--- src/rtl/key_debounce_multi.sv ---
// N-channel debouncer for active-low keys: 2-flop sync, debounce counter and 4-state FSM per channel.
// Define KEY_DEBOUNCE_LONG_PRESS_EN to build the long-press counter and long_pulse_o strobe.
module key_debounce_multi #(
  parameter int N_KEYS      = 3,
  parameter int DB_CYCLES   = 1_000_000,
  parameter int LONG_CYCLES = 50_000_000,
  parameter int CNT_W       = 26
) (
  input  logic              clk_i,
  input  logic              rst_n_i,
  input  logic [N_KEYS-1:0] key_n_i,
  output logic [N_KEYS-1:0] key_state_o,
  output logic [N_KEYS-1:0] press_pulse_o,
  output logic [N_KEYS-1:0] release_pulse_o,
  output logic [N_KEYS-1:0] toggle_o,
  output logic [N_KEYS-1:0] long_pulse_o,
  output logic              any_press_o
);

  typedef enum logic [1:0] {IDLE, DB_PRESS, PRESSED, DB_RELEASE} state_e;

  localparam logic [CNT_W-1:0] DB_LAST = CNT_W'(DB_CYCLES - 1);
`ifdef KEY_DEBOUNCE_LONG_PRESS_EN
  localparam logic [CNT_W-1:0] LONG_LAST = CNT_W'(LONG_CYCLES - 1);
`else
  localparam int unused_long_cycles = LONG_CYCLES;
`endif

  logic [N_KEYS-1:0] sync1_q;
  logic [N_KEYS-1:0] sync2_q;

  always_ff @(posedge clk_i) begin
    if (!rst_n_i) begin
      sync1_q <= '1;
      sync2_q <= '1;
    end else begin
      sync1_q <= key_n_i;
      sync2_q <= sync1_q;
    end
  end

  for (genvar gi = 0; gi < N_KEYS; gi++) begin : g_ch
    state_e           state_q, state_d;
    logic [CNT_W-1:0] cnt_q, cnt_d;
    logic             press_q, press_d;
    logic             release_q, release_d;
    logic             key_state_q;
    logic             toggle_q;

    always_ff @(posedge clk_i) begin
      if (!rst_n_i) begin
        state_q     <= IDLE;
        cnt_q       <= '0;
        press_q     <= 1'b0;
        release_q   <= 1'b0;
        key_state_q <= 1'b0;
        toggle_q    <= 1'b0;
      end else begin
        state_q     <= state_d;
        cnt_q       <= cnt_d;
        press_q     <= press_d;
        release_q   <= release_d;
        key_state_q <= (state_d == PRESSED) || (state_d == DB_RELEASE);
        // Flips one cycle after the press strobe is visible.
        toggle_q    <= toggle_q ^ press_q;
      end
    end

`ifdef KEY_DEBOUNCE_LONG_PRESS_EN
    logic long_q, long_d;
    logic long_done_q, long_done_d;

    always_ff @(posedge clk_i) begin
      if (!rst_n_i) begin
        long_q      <= 1'b0;
        long_done_q <= 1'b0;
      end else begin
        long_q      <= long_d;
        long_done_q <= long_done_d;
      end
    end

    assign long_pulse_o[gi] = long_q;
`else
    assign long_pulse_o[gi] = 1'b0;
`endif

    always_comb begin
      state_d   = state_q;
      cnt_d     = cnt_q;
      press_d   = 1'b0;
      release_d = 1'b0;
`ifdef KEY_DEBOUNCE_LONG_PRESS_EN
      long_d      = 1'b0;
      // Any visit outside PRESSED re-arms the single long-press strobe.
      long_done_d = (state_q == PRESSED) ? long_done_q : 1'b0;
`endif
      case (state_q)
        IDLE: begin
          if (!sync2_q[gi]) begin
            state_d = DB_PRESS;
            cnt_d   = '0;
          end
        end
        DB_PRESS: begin
          if (sync2_q[gi]) begin
            state_d = IDLE;
            cnt_d   = '0;
          end else if (cnt_q == DB_LAST) begin
            state_d = PRESSED;
            cnt_d   = '0;
            press_d = 1'b1;
          end else begin
            cnt_d = cnt_q + 1'b1;
          end
        end
        PRESSED: begin
          if (sync2_q[gi]) begin
            state_d = DB_RELEASE;
            cnt_d   = '0;
          end
`ifdef KEY_DEBOUNCE_LONG_PRESS_EN
          else if (cnt_q != LONG_LAST) begin
            cnt_d = cnt_q + 1'b1;
          end else if (!long_done_q) begin
            long_d      = 1'b1;
            long_done_d = 1'b1;
          end
`endif
        end
        DB_RELEASE: begin
          if (!sync2_q[gi]) begin
            state_d = PRESSED;
            cnt_d   = '0;
          end else if (cnt_q == DB_LAST) begin
            state_d   = IDLE;
            cnt_d     = '0;
            release_d = 1'b1;
          end else begin
            cnt_d = cnt_q + 1'b1;
          end
        end
        default: begin
          state_d = IDLE;
          cnt_d   = '0;
        end
      endcase
    end

    assign key_state_o[gi]     = key_state_q;
    assign press_pulse_o[gi]   = press_q;
    assign release_pulse_o[gi] = release_q;
    assign toggle_o[gi]        = toggle_q;
  end

  assign any_press_o = |press_pulse_o;

endmodule

--- config.mk ---
export PLATFORM = sky130hd
export DESIGN_NAME = key_debounce_multi
export DESIGN_NICKNAME = d
export VERILOG_FILES = /design/src/rtl/key_debounce_multi.sv
export SDC_FILE = /design/constraint.sdc
export NUM_CORES = 1
export LEC_CHECK = 0
export CAP_MARGIN = 20
export CORE_ASPECT_RATIO = 0.7
export CORE_UTILIZATION = 57
export CTS_BUF_LIST = sky130_fd_sc_hd__clkbuf_4 sky130_fd_sc_hd__clkbuf_8
export DETAILED_ROUTE_END_ITERATION = 8
export GPL_TIMING_DRIVEN = 0
export PLACE_DENSITY = 0.83
export SLEW_MARGIN = 0
export SYNTH_ARGS = -nofsm -noshare
export SYNTH_HDL_FRONTEND = slang
export SYNTH_SLANG_ARGS = --single-unit
--- constraint.sdc ---
create_clock -name clk_i -period 1.9 [get_ports clk_i]
set_input_delay 0.475 -clock clk_i [delete_from_list [all_inputs] [get_ports clk_i]]
set_output_delay 0.475 -clock clk_i [all_outputs]
set_load 0.01 [all_outputs]
### Word-level counts from Yosys, hierarchy flattened

Cells that the tools add are included.

* register bits: 102
* output and inout bits: 16
* word-level logic and storage cells: 112
* input bits: 5

* bitwise gates (word level): 7
* reductions and logical operators: 16
* mux-type cells: 42
* equality and inequality tests: 24
* add/sub/neg operators: 3

Operators with widths (number)
* 2-to-1 mux 26 bit: 15
* case mux 26 bit (4 select lines): 3
* adder 26 x 1 -> 26 bit, second input constant: 3
* == test 26 x 20 -> 1 bit, second input constant: 3
* 2-to-1 mux 2 bit: 18
* == test 2 bit, second input constant: 12
* case mux 2 bit (4 select lines): 3
* != test 2 bit, second input constant: 6
* OR reduction 3 bit: 4
* AND reduction 3 bit: 3
* == test 2 x 1 -> 1 bit, second input constant: 3
* zero test 2 bit: 3
* AND reduction 2 bit: 3
* NOT 1 bit: 4
* logical OR 1 bit: 3
* 2-to-1 mux 1 bit: 3
* XOR 1 bit: 3

### Depth between registers and ports, before layout

Gate-level depths: netlist (run 1).

* depth in word-level cells: 6
* gate-level depth with buffers: 7
* depth with buffers taken out: 6

### Worst setup path after synthesis (run 1)

OpenSTA, ideal clock, no wires.

* path kind: input -> register
* from: in rst_n_i
* to: reg g_ch[1].cnt_q[9]
* slack: -0.028 ns
* stages: 6
* data arrival time: 1.854 ns
* data required time: 1.826 ns
* library setup time: 0.074 ns
* buffers on the path: 1
* path through: buf_2 clkinv_1 nor3_1 a21boi_1 o21ai_0 a31oi_1

RTL lines
* start, declared: line 10 `input logic rst_n_i,`
* end signal, assigned: line 60 `cnt_q <= cnt_d;`
* end, declared: line 44 `logic [CNT_W-1:0] cnt_q, cnt_d;`

### Worst setup path after layout (run 1)

* from: reg g_ch[1].cnt_q[25]
* to: reg g_ch[1].cnt_q[4]

* longest elaborated chain between the ends: 4
* elaborated cells on any way between the ends: 5
* those cells by class: eq/ne (1); mux (4)

Ends and longest elaborated chain
* == test 26 x 20 -> 1 bit *: line 109, 135
* 2-to-1 mux 26 bit *: line 109, 135
* 2-to-1 mux 26 bit (on tied branches): line 132, 106
* case mux 26 bit (4 select lines) *: line 98 `case (state_q)`

Mark *: on every way between the ends. The rest lies on a longest branch, timed or not.
A chain may end at the register's enable or synchronous reset.

==> flow_metrics.env, run 1 <==
export IMPL_outcome="complete, but fails checks"
export IMPL_violations="negative setup slack"
export IMPL_worstPathRequired_ps=2160
export IMPL_yosysWarningCount=0
export IMPL_p_int_mw=2.935
export IMPL_async_reset_ff_share_pct=0
export IMPL_min_path_type="register to register"
export IMPL_antenna_found_initial=0
export IMPL_portBuffers=16
export IMPL_synthCells=537
export IMPL_drv_cap=0
export IMPL_drc_errors=0
export IMPL_crit_start="g_ch[1].cnt_q[25]$_SDFFE_PN0P_"
export IMPL_grt_total_usage_pct=26.31
export IMPL_num_vias=4254
export IMPL_clock_skew_final_ps=14.74
export IMPL_finalSetupViolCount=44
export IMPL_fin_area_mm2=0.005826
export IMPL_cp_max_fo=5
export IMPL_wl_per_cell_um=17.26
export IMPL_setup_ws_ps=-82.12
export IMPL_root_buffer="clkbuf_8"
export IMPL_finalCriticalPeriod_ps=1982
export IMPL_core_area_mm2=0.007939
export IMPL_drtIter0Drc=346
export IMPL_die_area_mm2=0.008680
export IMPL_leakagePower_nw=2.066
export IMPL_worst_setup_path_end_kind="register"
export IMPL_cp_arrival_ps=2240
export IMPL_reg2reg_slack_ps=-80
export IMPL_boundaryPins=21
export IMPL_r2r_end="g_ch[1].cnt_q[4]$_SDFFE_PN0P_"
export IMPL_max_vdd_ir_drop_v=0.0004924
export IMPL_postSynthAreaPerCell_um2=8.817
export IMPL_num_rows=27
export IMPL_worstMarginPinSlew_ps=738.2
export IMPL_crit_path_max_incr_delay_ps=540
export IMPL_gp_congestion=0.8231
export IMPL_dp_hpwl_mm=7.188
export IMPL_firstDrtPassIters=5
export IMPL_grt_max_degree=18
export IMPL_htreeDepth=3
export IMPL_clock_fmax_mhz=504.5
export IMPL_path_cells="or4_4 -> or3_4 -> o21ai_4 -> nor3_2 -> a311o_1"
export IMPL_seq_power_share_pct=56.4
export IMPL_power_share_combinational_pct=3.9
export IMPL_grt_pass1_vias=3959
export IMPL_antenna_cells=0
export IMPL_viasPerCell=6.086
export IMPL_clkSinkCount=102
export IMPL_hold_viol=0
export IMPL_yosysUniqueCellTypes=66
export IMPL_dp_cells=656
export IMPL_whs_path_depth=1
export IMPL_synth_edff_count=0
export IMPL_rr_startpoint="g_ch[1].cnt_q[25]$_SDFFE_PN0P_"
export IMPL_die_x_um=110.9
export IMPL_clockBufferDepth=2
export IMPL_routed_wl_mm=12.07
export IMPL_ant_nets=0
export IMPL_cts_tree="built"
export IMPL_endpoint="g_ch[1].cnt_q[4]$_SDFFE_PN0P_"
export IMPL_p_per_area_mw_per_mm2=653.6
export IMPL_startpoint_type="register"
export IMPL_grt_pass1_wl_mm=18.35
export IMPL_overflow=0
export IMPL_dieHeight_um=78.25
export IMPL_layoutNonFillerInstCount=699
export IMPL_clockPowerShare_pct=39.7
export IMPL_rr_worst_depth=5
export IMPL_grt_busiest_layer="met2"
export IMPL_syn_area_mm2=0.004735
export IMPL_final_period_utilization_pct=104.3
export IMPL_post_route_util_pct=73.38
export IMPL_clkLatencyLatePin_ps=380
export IMPL_cts_buffers=9
export IMPL_crit_slowest_cell="or4_4"
export IMPL_switching_share_pct=22.91
export IMPL_rsz0062_at_grt="true"
export IMPL_synth_seq_cells=102
export IMPL_fin_nets=602
export IMPL_slew_headroom_pct=50.74
export IMPL_drive_gt1_share_pct=25.59
export IMPL_grt_met3_usage_pct=6.564
export IMPL_synthToLayoutAreaGrowth_pct=23.04
export IMPL_power_switching_mw=0.8724
export IMPL_use_met2_pct=45.22
export IMPL_clkTransAtPathRegs_ps=100
export IMPL_finalPower_mw=3.807
export IMPL_place_area_mm2=0.005037
export IMPL_ys_seq_area_share_pct=43.13
export IMPL_path_class="register to register"
export IMPL_start_util_pct=59.64
export IMPL_use_met1_pct=32.76
export IMPL_synth_main_ff_cell="dfxtp_1"
export IMPL_slew_viol_final=0
==> per-stage QoR <==
stage	hold slack [ps]	setup WS, ps	setup TNS, ps
finish	413.6	-82.12	-1763
global route	426.4	-152.1	-4995
CTS	417.0	-83.81	-653.2
detailed placement	393.3	-449.2	-14420
global placement	391.8	-371.5	-11930
floorplan	386.3	0.6446	0
==> what timing repair did <==
item,CTS,global route
resized for setup,41,62
setup endpoints to repair,70,72
cloned,2,1
pin swaps,33,16
buffers inserted,18,8
hold buffers,0,0
==> critical path, delay by kind of cell (launching register included) <==
family,cells,cell delay [ps]
flip-flops,1,340
AO/OA/AOI/OAI,2,510
AND/OR/NAND/NOR,3,1020
==> power groups by stage <==
| stage | Clock, mW | Combinational, mW | Sequential (mW) |
|---|---|---|---|
| floorplan | 0 | 0.0765 | 2.20 |
| global placement | 0 | 0.106 | 2.20 |
| detailed placement | 0 | 0.108 | 2.20 |
| CTS | 1.52 | 0.132 | 2.15 |
| global route | 1.61 | 0.159 | 2.15 |
| finish | 1.51 | 0.148 | 2.15 |
==> cells by family (layout without fill, tap and decap cells) <==
kind of cell | after synthesis | in the layout | synth area share (%)
muxes | 5 | 5 | 1.057
buffers and inverters | 39 | 96 | 4.519
adders and majority gates | 3 | 3 | 0.7929
xor gates and xnor gates | 61 | 61 | 11.28
and+or+nand+nor | 265 | 265 | 29.94
other | 1 | 3 | 0.07921
AOI/OAI and AO/OA | 61 | 63 | 9.197
DFF | 102 | 102 | 43.13
==> state kept, by name, indices dropped and copies added, names as in the netlist <==
register          count
g_ch.release_q        3
sync1_q               3
g_ch.cnt_q           78
g_ch.toggle_q         3
g_ch.key_state_q      3
sync2_q               3
g_ch.state_q          6
g_ch.press_q          3
==> placed cells by master (no fill, tap or decap), types with 5 or more instances in the layout <==
master | Yosys | final
o21ai_0 | 9 | 6
nand3_1 | 33 | 30
buf_4 | 15 | 40
nor4_4 | 2 | 5
a21oi_1 | 15 | 12
nand2b_1 | 10 | 10
xor2_1 | 31 | 31
inv_1 | 13 | 13
nand4_1 | 24 | 24
and4_1 | 6 | 5
nor4_1 | 13 | 8
buf_6 | 1 | 5
clkdlybuf4s50_1 | 0 | 14
clkbuf_8 | 0 | 9
dfxtp_2 | 0 | 19
and3_1 | 18 | 18
xnor2_1 | 30 | 27
nor3_1 | 13 | 11
nor2_2 | 0 | 13
a31oi_1 | 9 | 9
nor2_1 | 85 | 71
dfxtp_1 | 102 | 79
nand2_1 | 30 | 29
==> worst min-delay path by stage <==
stage	start	endpoint	slack, ps
after detailed placement	sync1_q[2]$_SDFF_PN1_	sync2_q[2]$_SDFF_PN1_	390
after floorplan	sync1_q[0]$_SDFF_PN1_	sync2_q[0]$_SDFF_PN1_	390
after global placement	sync1_q[2]$_SDFF_PN1_	sync2_q[2]$_SDFF_PN1_	390
after CTS	sync1_q[2]$_SDFF_PN1_	sync2_q[2]$_SDFF_PN1_	420
final	sync1_q[2]$_SDFF_PN1_	sync2_q[2]$_SDFF_PN1_	410
after global routing	rst_n_i	sync2_q[0]$_SDFF_PN1_	430
==> cell usage after synthesis, types with 6 or more instances <==
cell,n,area [um2]
nor3_1,13,65.06
nor4_1,13,81.33
xnor2_1,30,262.8
buf_4,15,112.6
nor2_1,85,319.1
a21oi_1,15,75.07
and3_1,18,112.6
nand2_1,30,112.6
xor2_1,31,271.5
inv_1,13,48.80
dfxtp_1,102,2042
and4_1,6,52.55
nand3_1,33,165.2
o21ai_0,9,45.04
nand4_1,24,150.1
a31oi_1,9,56.30
nand2b_1,10,62.56
==> cell type report <==
| cell class | instances | area (um2) |
|---|---|---|
| Timing Repair Buffer | 43 | 380.4 |
| Tap cell | 101 | 126.4 |
| Buffer | 24 | 166.4 |
| Clock inverter | 6 | 93.84 |
| Multi-Input combinational cell | 400 | 2798 |
| Clock buffer | 9 | 123.9 |
| Fill cell | 536 | 2113 |
| Inverter | 14 | 56.30 |
| Sequential cell | 102 | 2081 |
==> metal layers <==
| metal | vias up | routed length (um) |
|---|---|---|
| li1 | 2021 | - |
| met1 | 2029 | 5149 |
| met2 | 162 | 5844 |
| met3 | 42 | 721 |
| met4 | 0 | 350 |
| met5 | - | 0 |
No activity file was read; power rests on OpenSTA's default activity.
==> run 2, diff against run 1 <==
--- a/config.mk
+++ b/config.mk
@@ -7,11 +7,10 @@
 export LEC_CHECK = 0
 export CAP_MARGIN = 20
 export CORE_ASPECT_RATIO = 0.7
-export CORE_UTILIZATION = 57
-export CTS_BUF_LIST = sky130_fd_sc_hd__clkbuf_4 sky130_fd_sc_hd__clkbuf_8
+export CORE_UTILIZATION = 50
 export DETAILED_ROUTE_END_ITERATION = 8
 export GPL_TIMING_DRIVEN = 0
-export PLACE_DENSITY = 0.83
+export PLACE_DENSITY = 0.74
 export SLEW_MARGIN = 0
 export SYNTH_ARGS = -nofsm -noshare
 export SYNTH_HDL_FRONTEND = slang
==> flow_metrics.env, run 2 (same netlist as run 1, synthesis figures left out) <==
export IMPL_antenna_cells=0
export IMPL_worstPathRequired_ps=2140
export IMPL_root_buffer="clkbuf_16"
export IMPL_drc_errors=0
export IMPL_grt_max_degree=19
export IMPL_clockBufferDepth=2
export IMPL_ant_nets=0
export IMPL_cts_tree="built"
export IMPL_overflow=0
export IMPL_grt_busiest_layer="met2"
export IMPL_finalSetupViolCount=46
export IMPL_clkLatencyLatePin_ps=360
export IMPL_gp_congestion=0.8161
export IMPL_min_path_type="register to register"
export IMPL_clkSinkCount=102
export IMPL_layout_commonest_cell="dfxtp_1"
export IMPL_crit_path_max_incr_delay_ps=540
export IMPL_largest_register_ffs=78
export IMPL_grt_met3_usage_pct=5.769
export IMPL_antenna_found_initial=0
export IMPL_htreeDepth=3
export IMPL_hold_viol=0
export IMPL_synthToLayoutAreaGrowth_pct=28.62
export IMPL_fill_cells=698
export IMPL_p_per_area_mw_per_mm2=697.8
export IMPL_portBuffers=16
export IMPL_use_met2_pct=35.35
export IMPL_routed_wl_mm=12.00
export IMPL_post_route_util_pct=66.60
export IMPL_leakagePower_nw=2.133
export IMPL_whs_path_depth=1
export IMPL_grt_total_usage_pct=24.04
export IMPL_r2r_end="g_ch[2].cnt_q[20]$_SDFFE_PN0P_"
export IMPL_clock_skew_final_ps=12.60
export IMPL_startpoint_type="register"
export IMPL_dieHeight_um=83.42
export IMPL_crit_start="g_ch[2].cnt_q[13]$_SDFFE_PN0P_"
export IMPL_regArea_mm2=0.002077
export IMPL_core_area_mm2=0.009144
export IMPL_start_util_pct=51.78
export IMPL_crit_slowest_cell="or4b_4"
export IMPL_die_area_mm2=0.009868
export IMPL_slew_viol_final=0
export IMPL_mostFrequentLayoutCells="dfxtp_1 (82), nor2_1 (76), buf_4 (40)"
export IMPL_multi_input_area_mm2=0.002879
export IMPL_place_ws_ps=-551.3
export IMPL_top_regs="g_ch.cnt_q x78, g_ch.state_q x6"
export IMPL_hold_start="sync1_q[2]$_SDFF_PN1_"
export IMPL_top_register="g_ch.cnt_q"
export IMPL_grt_pass1_vias=3909
export IMPL_worst_setup_path_end_kind="register"
export IMPL_dp_hpwl_mm=7.302
export IMPL_die_x_um=118.3
export IMPL_wl_per_cell_um=16.44
export IMPL_hold_path_end="sync2_q[2]$_SDFF_PN1_"
export IMPL_clock_fmax_mhz=498.4
export IMPL_slew_headroom_pct=51.91
export IMPL_cts_buffers=9
export IMPL_final_period_utilization_pct=105.6
export IMPL_p_int_mw=3.269
export IMPL_drtIter0Drc=348
export IMPL_power_share_combinational_pct=3.6
export IMPL_path_cells="or4b_4 -> nor4_4 -> a21oi_2 -> o21ai_4 -> buf_6 -> nor2_1"
export IMPL_drive_gt1_share_pct=25.91
export IMPL_seq_power_share_pct=50.5
export IMPL_setup_ws_ps=-106.5
export IMPL_power_switching_mw=0.9800
export IMPL_boundaryPins=21
export IMPL_switching_share_pct=23.06
export IMPL_grt_pass1_wl_mm=18.95
export IMPL_path_class="register to register"
export IMPL_violations="negative setup slack"
export IMPL_worstMarginPinSlew_ps=717.1
export IMPL_clkTransAtPathRegs_ps=80
export IMPL_hold_buffers=0
export IMPL_reg2reg_slack_ps=-110
export IMPL_use_met1_pct=33.97
export IMPL_rsz0062_at_grt="true"
export IMPL_fin_nets=609
export IMPL_cp_max_fo=7
export IMPL_num_rows=29
export IMPL_rr_worst_depth=6
export IMPL_max_vdd_ir_drop_v=0.0004822
export IMPL_cp_arrival_ps=2250
export IMPL_viasPerCell=5.747
export IMPL_finalCriticalPeriod_ps=2006
export IMPL_outcome="complete, but fails checks"
export IMPL_num_vias=4195
export IMPL_rr_startpoint="g_ch[2].cnt_q[13]$_SDFFE_PN0P_"
export IMPL_clockPowerShare_pct=45.9
export IMPL_firstDrtPassIters=5
export IMPL_drv_cap=0
-- run 2: cell count changes in the layout (fill, tap and decap cells not counted), sizes merged --
cell and delta:
buf +8, bufinv -1, clkdlybuf4s15 -1, clkdlybuf4s50 +1
dlygate4sd2 +1, dlymetal6s2s -1, inv +1
-- run 2: worst max-delay path: cells and delay by family, from the launching register on --
family	cells	cell delay (ps)
AND/OR/NAND/NOR	3	970
AO/OA/AOI/OAI	2	420
flip-flops	1	340
buffers and inverters	1	170
-- run 2: power groups by stage --
| stage | Sequential, mW | Clock, mW | Combinational (mW) |
|---|---|---|---|
| after floorplan | 2.20 | 0 | 0.0765 |
| after global placement | 2.20 | 0 | 0.108 |
| after detailed placement | 2.20 | 0 | 0.110 |
| after CTS | 2.15 | 1.97 | 0.134 |
| after global routing | 2.15 | 2.06 | 0.165 |
| final | 2.15 | 1.95 | 0.152 |
-- run 2: worst max-delay path by stage --
stage | cells after the start | to | slack [ps]
CTS | 6 | g_ch[2].cnt_q[9]$_SDFFE_PN0P_ | -100
global placement | 5 | g_ch[2].cnt_q[22]$_SDFFE_PN0P_ | -470
floorplan | 6 | g_ch[2].cnt_q[16]$_SDFFE_PN0P_ | 0.6
detailed placement | 5 | g_ch[2].cnt_q[22]$_SDFFE_PN0P_ | -550
global route | 7 | g_ch[1].state_q[1]$_SDFF_PN0_ | -180
finish | 6 | g_ch[2].cnt_q[20]$_SDFFE_PN0P_ | -110
-- run 2: metal layers --
layer	vias up	routed length [um]
met4	0	199
met5	-	0
met3	18	791
met1	2001	5673
li1	2029	-
met2	147	5335
-- run 2: stage by stage --
step           hold WS [ps]  setup TNS (ps)  instances  area, um2  total power [mW]
4_1_cts               410.2           -1465        721       5761             4.247
5_1_grt               430.3           -6412        730       6090             4.373
3_5_place_dp          392.5          -18150        680       5070             2.311
3_3_place_gp          393.7          -15810        679       5066             2.309
2_1_floorplan         386.3               0        539       4751             2.276
6_report              412.6           -3191        730       6090             4.249
-- run 2: what timing repair did --
action / CTS / global route
pin swaps: 26 / 30
gates cloned: 2 / 2
resized for setup: 47 / 67
endpoints found under the setup margin: 74 / 80
buffers inserted: 23 / 8
-- run 2: final cells by class --
| type | instances | share of cell area, % |
|---|---|---|
| multi-input cells | 400 | 47.28 |
| inverters | 14 | 0.8835 |
| clock inverters | 6 | 1.212 |
| flip-flops and latches | 102 | 34.11 |
| plain buffers | 24 | 2.753 |
| repair buffers | 50 | 7.294 |
| well taps | 124 | 2.548 |
| clock buffers | 10 | 3.924 |
==> run 3, diff against run 2 <==
--- a/config.mk
+++ b/config.mk
@@ -10,7 +10,7 @@
 export CORE_UTILIZATION = 50
 export DETAILED_ROUTE_END_ITERATION = 8
 export GPL_TIMING_DRIVEN = 0
-export PLACE_DENSITY = 0.74
+export PLACE_DENSITY = 0.68
 export SLEW_MARGIN = 0
 export SYNTH_ARGS = -nofsm -noshare
 export SYNTH_HDL_FRONTEND = slang
==> constraint.sdc (replaced) <==
create_clock -name clk_i -period 2.2 [get_ports clk_i]
set_input_delay 0.55 -clock clk_i [delete_from_list [all_inputs] [get_ports clk_i]]
set_output_delay 0.55 -clock clk_i [all_outputs]
set_load 0.01 [all_outputs]
==> flow_metrics.env, run 3 (same netlist as run 1, synthesis figures left out) <==
export IMPL_wl_per_cell_um=14.53
export IMPL_antenna_found_initial=0
export IMPL_core_area_mm2=0.009144
export IMPL_root_buffer="clkbuf_16"
export IMPL_portBuffers=16
export IMPL_grt_pass1_vias=3383
export IMPL_viasPerCell=5.585
export IMPL_boundaryPins=21
export IMPL_p_per_area_mw_per_mm2=633.2
export IMPL_worstMarginPinSlew_ps=833.6
export IMPL_finalCriticalPeriod_ps=2109
export IMPL_hold_buffers=0
export IMPL_path_class="register to register"
export IMPL_setup_ws_ps=91.03
export IMPL_cp_arrival_ps=2330
export IMPL_htreeDepth=3
export IMPL_slew_headroom_pct=44.37
export IMPL_top_register="g_ch.cnt_q"
export IMPL_start_util_pct=51.78
export IMPL_cts_tree="built"
export IMPL_layout_commonest_cell="dfxtp_1"
export IMPL_gp_congestion=0.7867
export IMPL_clkLatencyLatePin_ps=350
export IMPL_routed_wl_mm=10.21
export IMPL_antenna_cells=0
export IMPL_outcome="completed"
export IMPL_worstPathRequired_ps=2420
export IMPL_drc_errors=0
export IMPL_slew_viol_final=0
export IMPL_synthToLayoutAreaGrowth_pct=15.54
export IMPL_die_x_um=118.3
export IMPL_clockBufferDepth=2
export IMPL_num_rows=29
export IMPL_fill_cells=811
export IMPL_max_vdd_ir_drop_v=0.0003962
export IMPL_clkSinkCount=102
export IMPL_cp_max_fo=7
export IMPL_leakagePower_nw=1.922
export IMPL_regArea_mm2=0.002043
export IMPL_drv_cap=0
export IMPL_drive_gt1_share_pct=10.88
export IMPL_finalPower_mw=3.464
export IMPL_finalSetupViolCount=0
export IMPL_min_path_type="register to register"
export IMPL_hold_viol=0
export IMPL_mostFrequentLayoutCells="dfxtp_1 (101), nor2_1 (85), nand3_1 (33)"
export IMPL_firstDrtPassIters=4
export IMPL_clock_fmax_mhz=474.2
export IMPL_overflow=0
export IMPL_worst_setup_path_end_kind="register"
export IMPL_fin_nets=582
export IMPL_place_ws_ps=-385.5
export IMPL_grt_pass1_wl_mm=16.61
export IMPL_cts_buffers=9
export IMPL_drtIter0Drc=285
export IMPL_largest_register_ffs=78
export IMPL_startpoint_type="register"
export IMPL_die_area_mm2=0.009868
export IMPL_num_vias=3926
export IMPL_multi_input_area_mm2=0.002556
export IMPL_setup_tns_ps=0
export IMPL_grt_max_degree=16
export IMPL_grt_total_usage_pct=21.21
export IMPL_clkTransAtPathRegs_ps=70
export IMPL_dp_hpwl_mm=7.113
export IMPL_ant_nets=0
export IMPL_clock_skew_final_ps=7.066
export IMPL_top_regs="g_ch.cnt_q x78, g_ch.state_q x6"
export IMPL_dieHeight_um=83.42
export IMPL_final_period_utilization_pct=95.86
[run 3: cell types whose count changed in the layout (fill, tap and decap cells not counted), sizes merged]
cell           before  now
bufinv              1    0
buf                55   27
clkinvlp            2    1
o21ai              14   13
inv                16   13
clkbuf             13   19
clkdlybuf4s50      15   16
a211oi              3    2
clkinv              1    3
dlygate4sd2         1    0
[run 3: per-layer routing]
layer	vias up	GRT usage [%]	share of wire (%)
met1	1880	30.50	50
met4	0	5.361	0.74
li1	1961	-	-
met5	-	0	0
met3	6	6.319	4.7
met2	79	30.75	44
[run 3: layout make-up]
class,count,share of cell area (%)
plain buffers,25,2.996
clock buffers,13,4.758
clock inverters,3,0.3431
inverters,14,1.029
multi-input cells,398,46.73
flip-flops and latches,102,37.35
well taps,124,2.836
repair buffers,24,3.957
[run 3: final timing paths]
path,endpoint,start,slack (ps),cells past startpoint
max,g_ch[2].key_state_q$_SDFF_PN0_,g_ch[2].cnt_q[6]$_SDFFE_PN0P_,90,6
min,sync2_q[0]$_SDFF_PN1_,sync1_q[0]$_SDFF_PN1_,410,1
max reg2reg,g_ch[2].key_state_q$_SDFF_PN0_,g_ch[2].cnt_q[6]$_SDFFE_PN0P_,90,6
min reg2reg,sync2_q[0]$_SDFF_PN1_,sync1_q[0]$_SDFF_PN1_,410,1
[run 3: report_power, final]
group	switching [mW]	total, mW	internal (mW)
logic	0.0745	0.110	0.0355
clock network	0.667	1.49	0.828
registers	0.00617	1.86	1.85
[run 3: timing repair]
| item | 4_1_cts | 5_1_grt |
|---|---|---|
| gates resized for setup | 3 | 11 |
| setup buffers | 0 | 7 |
| endpoints found under the setup margin | 13 | 38 |
| pin swaps | 1 | 6 |
[run 3: through the flow]
step / hold slack [ps] / cell area [um2] / utilization (%) / std cells
after floorplan: 386.3 / 4742 / - / 539
after detailed placement: 396.2 / 5061 / 55.35 / 680
after global placement: 389.6 / 5057 / 55.31 / 679
after global routing: 426.5 / 5470 / 59.82 / 703
final: 410.0 / 5470 / 59.82 / 703
after CTS: 412.0 / 5353 / 58.54 / 696
[run 3: critical path, stage by stage (launching register included)]
cell     delay, ps
dfxtp_2        360
or4_4          560
nor4_4         420
buf_4          190
nand3_1        150
mux2i_1        230
nor2_1          70
